<file path="src/rtl/spi_arb_pkg.sv">
// Shared types and constants for the SPI register-access arbiter.
package spi_arb_pkg;

    typedef enum logic [1:0] {
        ST_IDLE  = 2'd0,
        ST_ISSUE = 2'd1,
        ST_WAIT  = 2'd2,
        ST_GAP   = 2'd3
    } state_e;

    localparam int unsigned RW_BIT     = 7;
    localparam logic [7:0]  DUMMY_BYTE = 8'h00;

    // Address byte on the wire: bit 7 set means read.
    function automatic logic [7:0] addr_byte(input logic we, input logic [6:0] addr);
        logic [7:0] b;
        b         = {1'b0, addr};
        b[RW_BIT] = ~we;
        return b;
    endfunction

endpackage

</file>
<file path="src/rtl/rr_arbiter.sv">
// Round-robin grant over NREQ requesters; pointer advances only when update_i is set.
module rr_arbiter #(
    parameter int unsigned NREQ = 2
) (
    input  logic                    clk_i,
    input  logic                    rst_i,
    input  logic [NREQ-1:0]         req_i,
    input  logic                    update_i,
    output logic                    any_c,
    output logic [$clog2(NREQ)-1:0] grant_idx_c
);

    localparam int unsigned IW = $clog2(NREQ);

    logic [IW-1:0] last_q;
    logic [IW-1:0] last_d;

    // Search starts one past the previous winner so every requester gets a turn.
    always_comb begin
        any_c       = 1'b0;
        grant_idx_c = '0;
        for (int i = 1; i <= int'(NREQ); i++) begin
            if (!any_c && req_i[IW'((int'(last_q) + i) % int'(NREQ))]) begin
                any_c       = 1'b1;
                grant_idx_c = IW'((int'(last_q) + i) % int'(NREQ));
            end
        end
    end

    always_comb begin
        last_d = last_q;
        if (update_i && any_c) begin
            last_d = grant_idx_c;
        end
    end

    always_ff @(posedge clk_i or posedge rst_i) begin
        if (rst_i) begin
            last_q <= IW'(NREQ - 1);
        end else begin
            last_q <= last_d;
        end
    end

endmodule

</file>
<file path="src/rtl/spi_reg_arbiter.sv">
// Shares one spi_master between NREQ register-access requesters (round-robin).
// Optional WAIT-state watchdog enabled by defining SPI_ARB_TIMEOUT_EN.
module spi_reg_arbiter
    import spi_arb_pkg::*;
#(
    parameter int unsigned NREQ           = 2,
    parameter int unsigned MAX_BYTES      = 16,
    parameter int unsigned GAP_CYCLES     = 4,
    parameter int unsigned TIMEOUT_CYCLES = 65535
) (
    input  logic                                   clk_i,
    input  logic                                   rst_i,
    input  logic [NREQ-1:0]                        req_i,
    input  logic [NREQ-1:0]                        we_i,
    input  logic [NREQ*7-1:0]                      addr_i,
    input  logic [NREQ*8-1:0]                      wdata_i,
    input  logic [NREQ*($clog2(MAX_BYTES)+1)-1:0]  len_i,
    output logic [NREQ-1:0]                        ack_o,
    output logic [NREQ-1:0]                        done_o,
    output logic [NREQ-1:0]                        err_o,
    output logic                                   rd_valid_o,
    output logic [7:0]                             rd_data_o,
    output logic [$clog2(MAX_BYTES):0]             rd_idx_o,
    output logic [$clog2(NREQ)-1:0]                rd_owner_o,
    output logic                                   m_start_o,
    output logic [7:0]                             m_tx_data_o,
    output logic [$clog2(MAX_BYTES):0]             m_n_bytes_o,
    output logic [7:0]                             m_next_tx_o,
    input  logic                                   m_busy_i,
    input  logic                                   m_done_i,
    input  logic                                   m_req_next_i,
    input  logic                                   m_rx_valid_i,
    input  logic [7:0]                             m_rx_data_i,
    input  logic [$clog2(MAX_BYTES):0]             m_rx_idx_i
);

    localparam int unsigned LW = $clog2(MAX_BYTES) + 1;
    localparam int unsigned OW = $clog2(NREQ);
    localparam int unsigned GW = (GAP_CYCLES > 0) ? $clog2(GAP_CYCLES + 1) : 1;

    state_e          state_q,     state_d;
    logic [OW-1:0]   owner_q,     owner_d;
    logic            we_q,        we_d;
    logic [6:0]      addr_q,      addr_d;
    logic [LW-1:0]   len_q,       len_d;
    logic [GW-1:0]   gap_q,       gap_d;
    logic [NREQ-1:0] ack_q,       ack_d;
    logic [NREQ-1:0] done_q,      done_d;
    logic [NREQ-1:0] err_q,       err_d;
    logic            rd_valid_q,  rd_valid_d;
    logic [7:0]      rd_data_q,   rd_data_d;
    logic [LW-1:0]   rd_idx_q,    rd_idx_d;
    logic [OW-1:0]   rd_owner_q,  rd_owner_d;
    logic            m_start_q,   m_start_d;
    logic [7:0]      m_tx_data_q, m_tx_data_d;
    logic [LW-1:0]   m_n_bytes_q, m_n_bytes_d;
    logic [7:0]      m_next_tx_q, m_next_tx_d;

    logic            gnt_any_c;
    logic [OW-1:0]   gnt_idx_c;
    logic            gnt_upd_c;
    logic            we_sel_c;
    logic [6:0]      addr_sel_c;
    logic [7:0]      wdata_sel_c;
    logic [LW-1:0]   len_sel_c;
    logic            illegal_c;
    logic            timeout_c;
    logic            unused_c;

    rr_arbiter #(.NREQ(NREQ)) u_rr (
        .clk_i       (clk_i),
        .rst_i       (rst_i),
        .req_i       (req_i),
        .update_i    (gnt_upd_c),
        .any_c       (gnt_any_c),
        .grant_idx_c (gnt_idx_c)
    );

    assign we_sel_c    = we_i[gnt_idx_c];
    assign addr_sel_c  = addr_i[int'(gnt_idx_c)*7 +: 7];
    assign wdata_sel_c = wdata_i[int'(gnt_idx_c)*8 +: 8];
    assign len_sel_c   = len_i[int'(gnt_idx_c)*int'(LW) +: LW];
    assign illegal_c   = !we_sel_c && ((len_sel_c == '0) || (32'(len_sel_c) >= MAX_BYTES));

`ifdef SPI_ARB_TIMEOUT_EN
    localparam int unsigned TW = (TIMEOUT_CYCLES > 1) ? $clog2(TIMEOUT_CYCLES) : 1;

    logic [TW-1:0] to_q, to_d;

    // Counts cycles spent in WAIT; cleared everywhere else.
    always_comb begin
        to_d = '0;
        if (state_q == ST_WAIT) begin
            to_d = to_q + TW'(1);
        end
    end

    always_ff @(posedge clk_i or posedge rst_i) begin
        if (rst_i) begin
            to_q <= '0;
        end else begin
            to_q <= to_d;
        end
    end

    assign timeout_c = (to_q == TW'(TIMEOUT_CYCLES - 1));
    assign unused_c  = m_req_next_i;
`else
    assign timeout_c = 1'b0;
    assign unused_c  = ^{m_req_next_i, 32'(TIMEOUT_CYCLES)};
`endif

    always_comb begin
        state_d     = state_q;
        owner_d     = owner_q;
        we_d        = we_q;
        addr_d      = addr_q;
        len_d       = len_q;
        gap_d       = gap_q;
        ack_d       = '0;
        done_d      = '0;
        err_d       = '0;
        rd_valid_d  = 1'b0;
        rd_data_d   = rd_data_q;
        rd_idx_d    = rd_idx_q;
        rd_owner_d  = rd_owner_q;
        m_start_d   = 1'b0;
        m_tx_data_d = m_tx_data_q;
        m_n_bytes_d = m_n_bytes_q;
        m_next_tx_d = m_next_tx_q;
        gnt_upd_c   = 1'b0;

        case (state_q)
            ST_IDLE: begin
                if (gnt_any_c && !m_busy_i) begin
                    gnt_upd_c            = 1'b1;
                    owner_d              = gnt_idx_c;
                    we_d                 = we_sel_c;
                    addr_d               = addr_sel_c;
                    len_d                = len_sel_c;
                    m_next_tx_d          = we_sel_c ? wdata_sel_c : DUMMY_BYTE;
                    ack_d[gnt_idx_c]     = 1'b1;
                    // Bad read length is answered with an error, never reaching the wire.
                    if (illegal_c) begin
                        done_d[gnt_idx_c] = 1'b1;
                        err_d[gnt_idx_c]  = 1'b1;
                        gap_d             = GW'(GAP_CYCLES);
                        state_d           = ST_GAP;
                    end else begin
                        state_d           = ST_ISSUE;
                    end
                end
            end
            ST_ISSUE: begin
                m_start_d   = 1'b1;
                m_tx_data_d = addr_byte(we_q, addr_q);
                m_n_bytes_d = we_q ? LW'(2) : (len_q + LW'(1));
                state_d     = ST_WAIT;
            end
            ST_WAIT: begin
                // Byte 0 is the address phase; writes return nothing useful.
                if (m_rx_valid_i && !we_q && (m_rx_idx_i != '0)) begin
                    rd_valid_d = 1'b1;
                    rd_data_d  = m_rx_data_i;
                    rd_idx_d   = m_rx_idx_i - LW'(1);
                    rd_owner_d = owner_q;
                end
                if (m_done_i) begin
                    done_d[owner_q] = 1'b1;
                    gap_d           = GW'(GAP_CYCLES);
                    state_d         = ST_GAP;
                end else if (timeout_c) begin
                    done_d[owner_q] = 1'b1;
                    err_d[owner_q]  = 1'b1;
                    gap_d           = GW'(GAP_CYCLES);
                    state_d         = ST_GAP;
                end
            end
            ST_GAP: begin
                if (gap_q <= GW'(1)) begin
                    state_d = ST_IDLE;
                end else begin
                    gap_d = gap_q - GW'(1);
                end
            end
            default: state_d = ST_IDLE;
        endcase
    end

    always_ff @(posedge clk_i or posedge rst_i) begin
        if (rst_i) begin
            state_q     <= ST_IDLE;
            owner_q     <= '0;
            we_q        <= 1'b0;
            addr_q      <= '0;
            len_q       <= '0;
            gap_q       <= '0;
            ack_q       <= '0;
            done_q      <= '0;
            err_q       <= '0;
            rd_valid_q  <= 1'b0;
            rd_data_q   <= '0;
            rd_idx_q    <= '0;
            rd_owner_q  <= '0;
            m_start_q   <= 1'b0;
            m_tx_data_q <= '0;
            m_n_bytes_q <= '0;
            m_next_tx_q <= '0;
        end else begin
            state_q     <= state_d;
            owner_q     <= owner_d;
            we_q        <= we_d;
            addr_q      <= addr_d;
            len_q       <= len_d;
            gap_q       <= gap_d;
            ack_q       <= ack_d;
            done_q      <= done_d;
            err_q       <= err_d;
            rd_valid_q  <= rd_valid_d;
            rd_data_q   <= rd_data_d;
            rd_idx_q    <= rd_idx_d;
            rd_owner_q  <= rd_owner_d;
            m_start_q   <= m_start_d;
            m_tx_data_q <= m_tx_data_d;
            m_n_bytes_q <= m_n_bytes_d;
            m_next_tx_q <= m_next_tx_d;
        end
    end

    assign ack_o       = ack_q;
    assign done_o      = done_q;
    assign err_o       = err_q;
    assign rd_valid_o  = rd_valid_q;
    assign rd_data_o   = rd_data_q;
    assign rd_idx_o    = rd_idx_q;
    assign rd_owner_o  = rd_owner_q;
    assign m_start_o   = m_start_q;
    assign m_tx_data_o = m_tx_data_q;
    assign m_n_bytes_o = m_n_bytes_q;
    assign m_next_tx_o = m_next_tx_q;

endmodule

</file>
<file path="config.mk">
export PLATFORM = sky130hd
export DESIGN_NAME = spi_reg_arbiter
export DESIGN_NICKNAME = d
export VERILOG_FILES = /design/src/rtl/spi_arb_pkg.sv /design/src/rtl/rr_arbiter.sv /design/src/rtl/spi_reg_arbiter.sv
export SDC_FILE = /design/constraint.sdc
export NUM_CORES = 1
export LEC_CHECK = 0
export ABC_AREA = 1
export BUFFER_PORTS_ARGS = -buffer_cell sky130_fd_sc_hd__buf_4
export CORE_ASPECT_RATIO = 0.8
export CORE_MARGIN = 2
export CORE_UTILIZATION = 49
export DETAILED_ROUTE_END_ITERATION = 8
export PLACE_DENSITY_LB_ADDON = 0.15
export RECOVER_POWER = 50
export SYNTH_ARGS = -nofsm -noshare
export SYNTH_HDL_FRONTEND = slang
export SYNTH_SLANG_ARGS = --single-unit
</file>
<file path="constraint.sdc">
create_clock -name clk_i -period 2.6 [get_ports clk_i]
set_input_delay 0.39 -clock clk_i [delete_from_list [all_inputs] [get_ports clk_i]]
set_output_delay 0.39 -clock clk_i [all_outputs]
set_load 0.02 [all_outputs]
</file>
==> results by stage <==
Route:
- After detailed routing, the number of remaining DRC violations is 0.
- The detailed router placed 2,469 vias in this run.
- The total wire length is 6700 um.
- The post-detailed-route count of antenna-violating nets is 0.
- For this block, the initial DRC count from the detailed router was 140.
- The mean number of vias per cell is 4.84.
- For this run, the detailed router's first-pass iteration total came to 5.
- After detailed routing, the average wire length per cell comes to 13.1 um.

Power and ir drop:
- Overall power consumption after layout is estimated at 4.30 mW.
- Dividing total power by cell area gives a power density of 1120 mW/mm^2.
- The static leakage power is 2.05 nW.
- The highest ir drop seen on vdd is about 0.58 mV.

Timing:
- The largest clock skew in the final design is between 10 and 15 ps.
- The number of endpoints with negative hold slack in the final report is 0.
- The worst slew margin relative to its limit is 31.2%.
- The final-layout setup total negative slack is 0 ps.
- Across all hold checks on the routed design, the worst slack comes to about 230 ps.
- The final setup violation count is 0.
- Setup repair after global routing left no endpoint under its margin.
- The number of slew-limit violations in the final report was 0.
- Derived from the worst setup path, the maximum achievable clock frequency is 493 MHz.
- Dividing the final minimum period by the clock period gives 78.0%.
- The actual transition at the worst max-transition pin is 1030 ps.
- The worst path in the final design needs a cycle of between 2000 and 2500 ps, including I/O delays and setup.

Layout:
- In the layout the commonest cells are sky130_fd_sc_hd__nand2_1 (127), sky130_fd_sc_hd__buf_4 (84), sky130_fd_sc_hd__dfrtp_1 (62).
- In the final design database the tool counted ~500 nets.
- The share of layout cells above drive strength 1 is 28.7%.
- The filler cells instantiated in the layout total 466.
- Summing all non-filler instances in the final layout gives an area of between 0.003 and 0.004 sq mm.
- The layout overhead on the synthesized area is 33.8%.
- 0 antenna diodes ended up in the layout.
- The most common library cell in the layout ignoring fill and taps is sky130_fd_sc_hd__nand2_1.

Global routing:
- The global-route wire length before repair is 10,900 um.
- The number of global-route vias before repair came to 2,474.
- Across every metal layer, demand over resource in global routing totals 22.4%.
- For this run the aggregate overflow at the end of global routing stands at 0.
- Entering global routing, the biggest net connects 38 pins.
- The number of antenna violations at the first check in global routing came to 0.

Worst setup path:
- The cell repeated most along the worst path is sky130_fd_sc_hd__inv_2.
- The largest incremental delay on the critical path is 460 ps.
- The critical path endpoint category is a flip-flop.
- The worst setup path is launched from a flip-flop.
- The library cell contributing the largest single delay on the critical path is sky130_fd_sc_hd__or2_1.
- The worst setup path is of the reg2reg kind.
- The signal on the critical path passes through inv_1 > ha_1 > inv_2 > nor2_4 > inv_2 > or2_1 > o21ai_2.
- The cell family contributing the most delay on the critical path is simple AND/OR/NAND/NOR gates.
- The sum of buffers and inverters on the critical path is 3.
- STA puts the critical path data required time at about 2900 ps.
- The critical path arrival is about 2300 ps.
- Of all nets on the critical path, the largest fanout is 22.

Floorplanning:
- In this run the count of I/O pins placed on the die edge is 106.
- The core region is about 0.0056 sq mm.
- From left edge to right edge, the die measures between 80 and 90 um.
- The initialized floorplan defines 24 standard-cell rows.
- The total die area is 0.00647 sq mm.
- The floorplan step set the die height to 72.4 um.
- For this configuration, the core starts out at a cell density of 51.5%.

Synthesis:
- The top cell type by total area after synthesis is sky130_fd_sc_hd__dfrtp_1.
- In this run, synthesis produced a sequential element count of 63.
- The area of the mapped netlist is 0.00286 sq mm.
- The fraction of synthesized cell area in xor and xnor cells is less than 1%.
- Multiplexer cells account for 3.28% of the synthesized area.
- The gate count of the mapped netlist is 318.
- The sequential cell area fraction in the yosys report is 55.1%.
- Sorting the synthesized cells by area gives the leading types as sky130_fd_sc_hd__dfrtp_1 (54%), sky130_fd_sc_hd__nand2_1 (17%), sky130_fd_sc_hd__ha_1 (3.9%).
- The adder-cell area share of the yosys netlist is 3.93%.
- The synthesized netlist devotes 7.95% of its cell area to compound gates.
- The Yosys warning count is 0.
- The synthesized netlist contains 30 unique library cells.
- The top cell type's share of synthesized area is 54.2%.
- The combinational family with the most area after synthesis is simple AND/OR/NAND/NOR gates.
- Synthesis produced a netlist with a net count of 390.
- The simple-gate portion of the synthesized area is 24.1%.
- A synthesized cell averages 9.00 sq um.

Clocking:
- The clock drives 63 sinks.
- The buffer depth of the longest clock path is 2.
- TritonCTS built the clock tree.
- Gates resized during post-CTS repair numbered 0.
- Clock-pin slew was measured on the worst setup and hold paths at 70 ps.
- The clock reaches the later pin of the worst-skew pair after between 300 and 400 ps.
- The maximum level of the CTS H-tree is 3.
- For this design, the CTS-stage hold fixing added 0 buffers.
- The root cell of the clock tree is sky130_fd_sc_hd__clkbuf_8.
- The clock buffer count from CTS is 9.
- The post-CTS repair timing setup buffer count is 0.

Placed design:
- The number of port buffers is between 100 and 150.
- The congestion estimate from routability-driven global placement came to 0.759.
- The HPWL after detailed placement is 4950 um.
- The instance area after placement is roughly 0.0037 sq mm.

Status:
- The run finished with clean final reports.

Job:
- The tool flagged a number of max-cap violations equal to 0.

Min path:
- The path category of the worst min-delay check is in2reg.
## stage by stage
stage / util (%) / setup WS, ps / std cells
2_1_floorplan: - / 642 / 318
3_3_place_gp: 67.0 / 631 / 494
3_5_place_dp: 67.0 / 561 / 494
4_1_cts: 70.6 / 541 / 510
5_1_grt: 68.9 / 376 / 510
6_report: 68.9 / 571 / 510
## kinds of logic (layout without fill, tap and decap cells)
| family | after synthesis | after routing |
|---|---|---|
| AOI/OAI and AO/OA | 36 | 36 |
| adders and majority gates | 9 | 9 |
| muxes | 9 | 9 |
| xor gates and xnor gates | 3 | 3 |
| buffers and inverters | 32 | 146 |
| and+or+nand+nor | 166 | 166 |
| DFF | 63 | 63 |
## Yosys cell counts
master	number
sky130_fd_sc_hd__a21oi_1	3
sky130_fd_sc_hd__a22oi_1	1
sky130_fd_sc_hd__and3_1	1
sky130_fd_sc_hd__buf_6	2
sky130_fd_sc_hd__clkbuf_1	6
sky130_fd_sc_hd__clkinv_1	3
sky130_fd_sc_hd__dfrtp_1	62
sky130_fd_sc_hd__dfstp_2	1
sky130_fd_sc_hd__ha_1	9
sky130_fd_sc_hd__inv_1	18
sky130_fd_sc_hd__inv_2	3
sky130_fd_sc_hd__mux2i_1	8
sky130_fd_sc_hd__mux2i_2	1
sky130_fd_sc_hd__nand2_1	127
sky130_fd_sc_hd__nand2_2	3
sky130_fd_sc_hd__nand2_4	3
sky130_fd_sc_hd__nand3_1	15
sky130_fd_sc_hd__nand3b_1	1
sky130_fd_sc_hd__nor2_1	13
sky130_fd_sc_hd__nor2_4	1
sky130_fd_sc_hd__nor3_1	1
sky130_fd_sc_hd__o211a_2	1
sky130_fd_sc_hd__o21ai_0	17
sky130_fd_sc_hd__o21ai_1	2
sky130_fd_sc_hd__o21ai_2	9
sky130_fd_sc_hd__o22a_1	1
sky130_fd_sc_hd__o22ai_1	2
sky130_fd_sc_hd__or2_1	1
sky130_fd_sc_hd__xnor2_1	2
sky130_fd_sc_hd__xor2_1	1
## state kept, by name, summed over array words and instances (netlist names)
| signal | cells |
|---|---|
| m_n_bytes_o | 5 |
| gap_q | 3 |
| m_next_tx_o | 8 |
| rd_idx_o | 5 |
| u_rr.last_q | 1 |
| m_start_o | 1 |
| len_q | 5 |
| owner_q | 1 |
| err_o | 2 |
| rd_valid_o | 1 |
| done_o | 2 |
| m_tx_data_o | 8 |
| we_q | 1 |
| state_q | 2 |
| addr_q | 7 |
| rd_data_o | 8 |
| rd_owner_o | 1 |
| ack_o | 2 |
## power breakdown
part | internal, mW | switching [mW] | total (mW)
sequential | 1.39 | 0.226 | 1.62
clock | 0.443 | 0.396 | 0.839
combinational | 0.700 | 1.15 | 1.85
## layer usage
| layer | GRT usage, % | wire, um | vias up |
|---|---|---|---|
| met3 | 6.71 | 385 | 8 |
| met5 | 0 | 0 | - |
| li1 | - | - | 1232 |
| met1 | 26.5 | 2920 | 1158 |
| met4 | 8.79 | 68 | 0 |
| met2 | 38.3 | 3320 | 71 |
## final timing paths
check | startpoint | to | slack [ps] | cells after the start
min in group asynchronous | rst_i | rd_idx_o[4] | 300 | 2
setup reg to reg | state_q[0] | m_next_tx_o[2] | 570 | 7
hold / removal | m_rx_data_i[7] | rd_data_o[7] | 230 | 3
setup / recovery | state_q[0] | m_next_tx_o[2] | 570 | 7
max in group asynchronous | rst_i | state_q[1] | 850 | 3
hold reg to reg | owner_q | done_o[0] | 480 | 1
## layout make-up
cell class                      instances  area [sq um]  share of cell area (%)
Inverter                               24          90.1                    2.35
Clock inverter                          7          72.6                    1.89
Timing Repair Buffer                  106           718                    18.8
Tap cell                               78          97.6                    2.55
Clock buffer                            9           124                    3.23
Multi-Input combinational cell        223          1150                    30.0
Sequential cell                        63          1580                    41.2
## worst reg2reg max path, cell delays in order, from the launching register on
cell and delay (ps):
sky130_fd_sc_hd__dfrtp_1 410, sky130_fd_sc_hd__inv_1 100, sky130_fd_sc_hd__ha_1 290, sky130_fd_sc_hd__inv_2 70, sky130_fd_sc_hd__nor2_4 210, sky130_fd_sc_hd__inv_2 210, sky130_fd_sc_hd__or2_1 470, sky130_fd_sc_hd__o21ai_2 190
(Power assumes the default switching activity.)
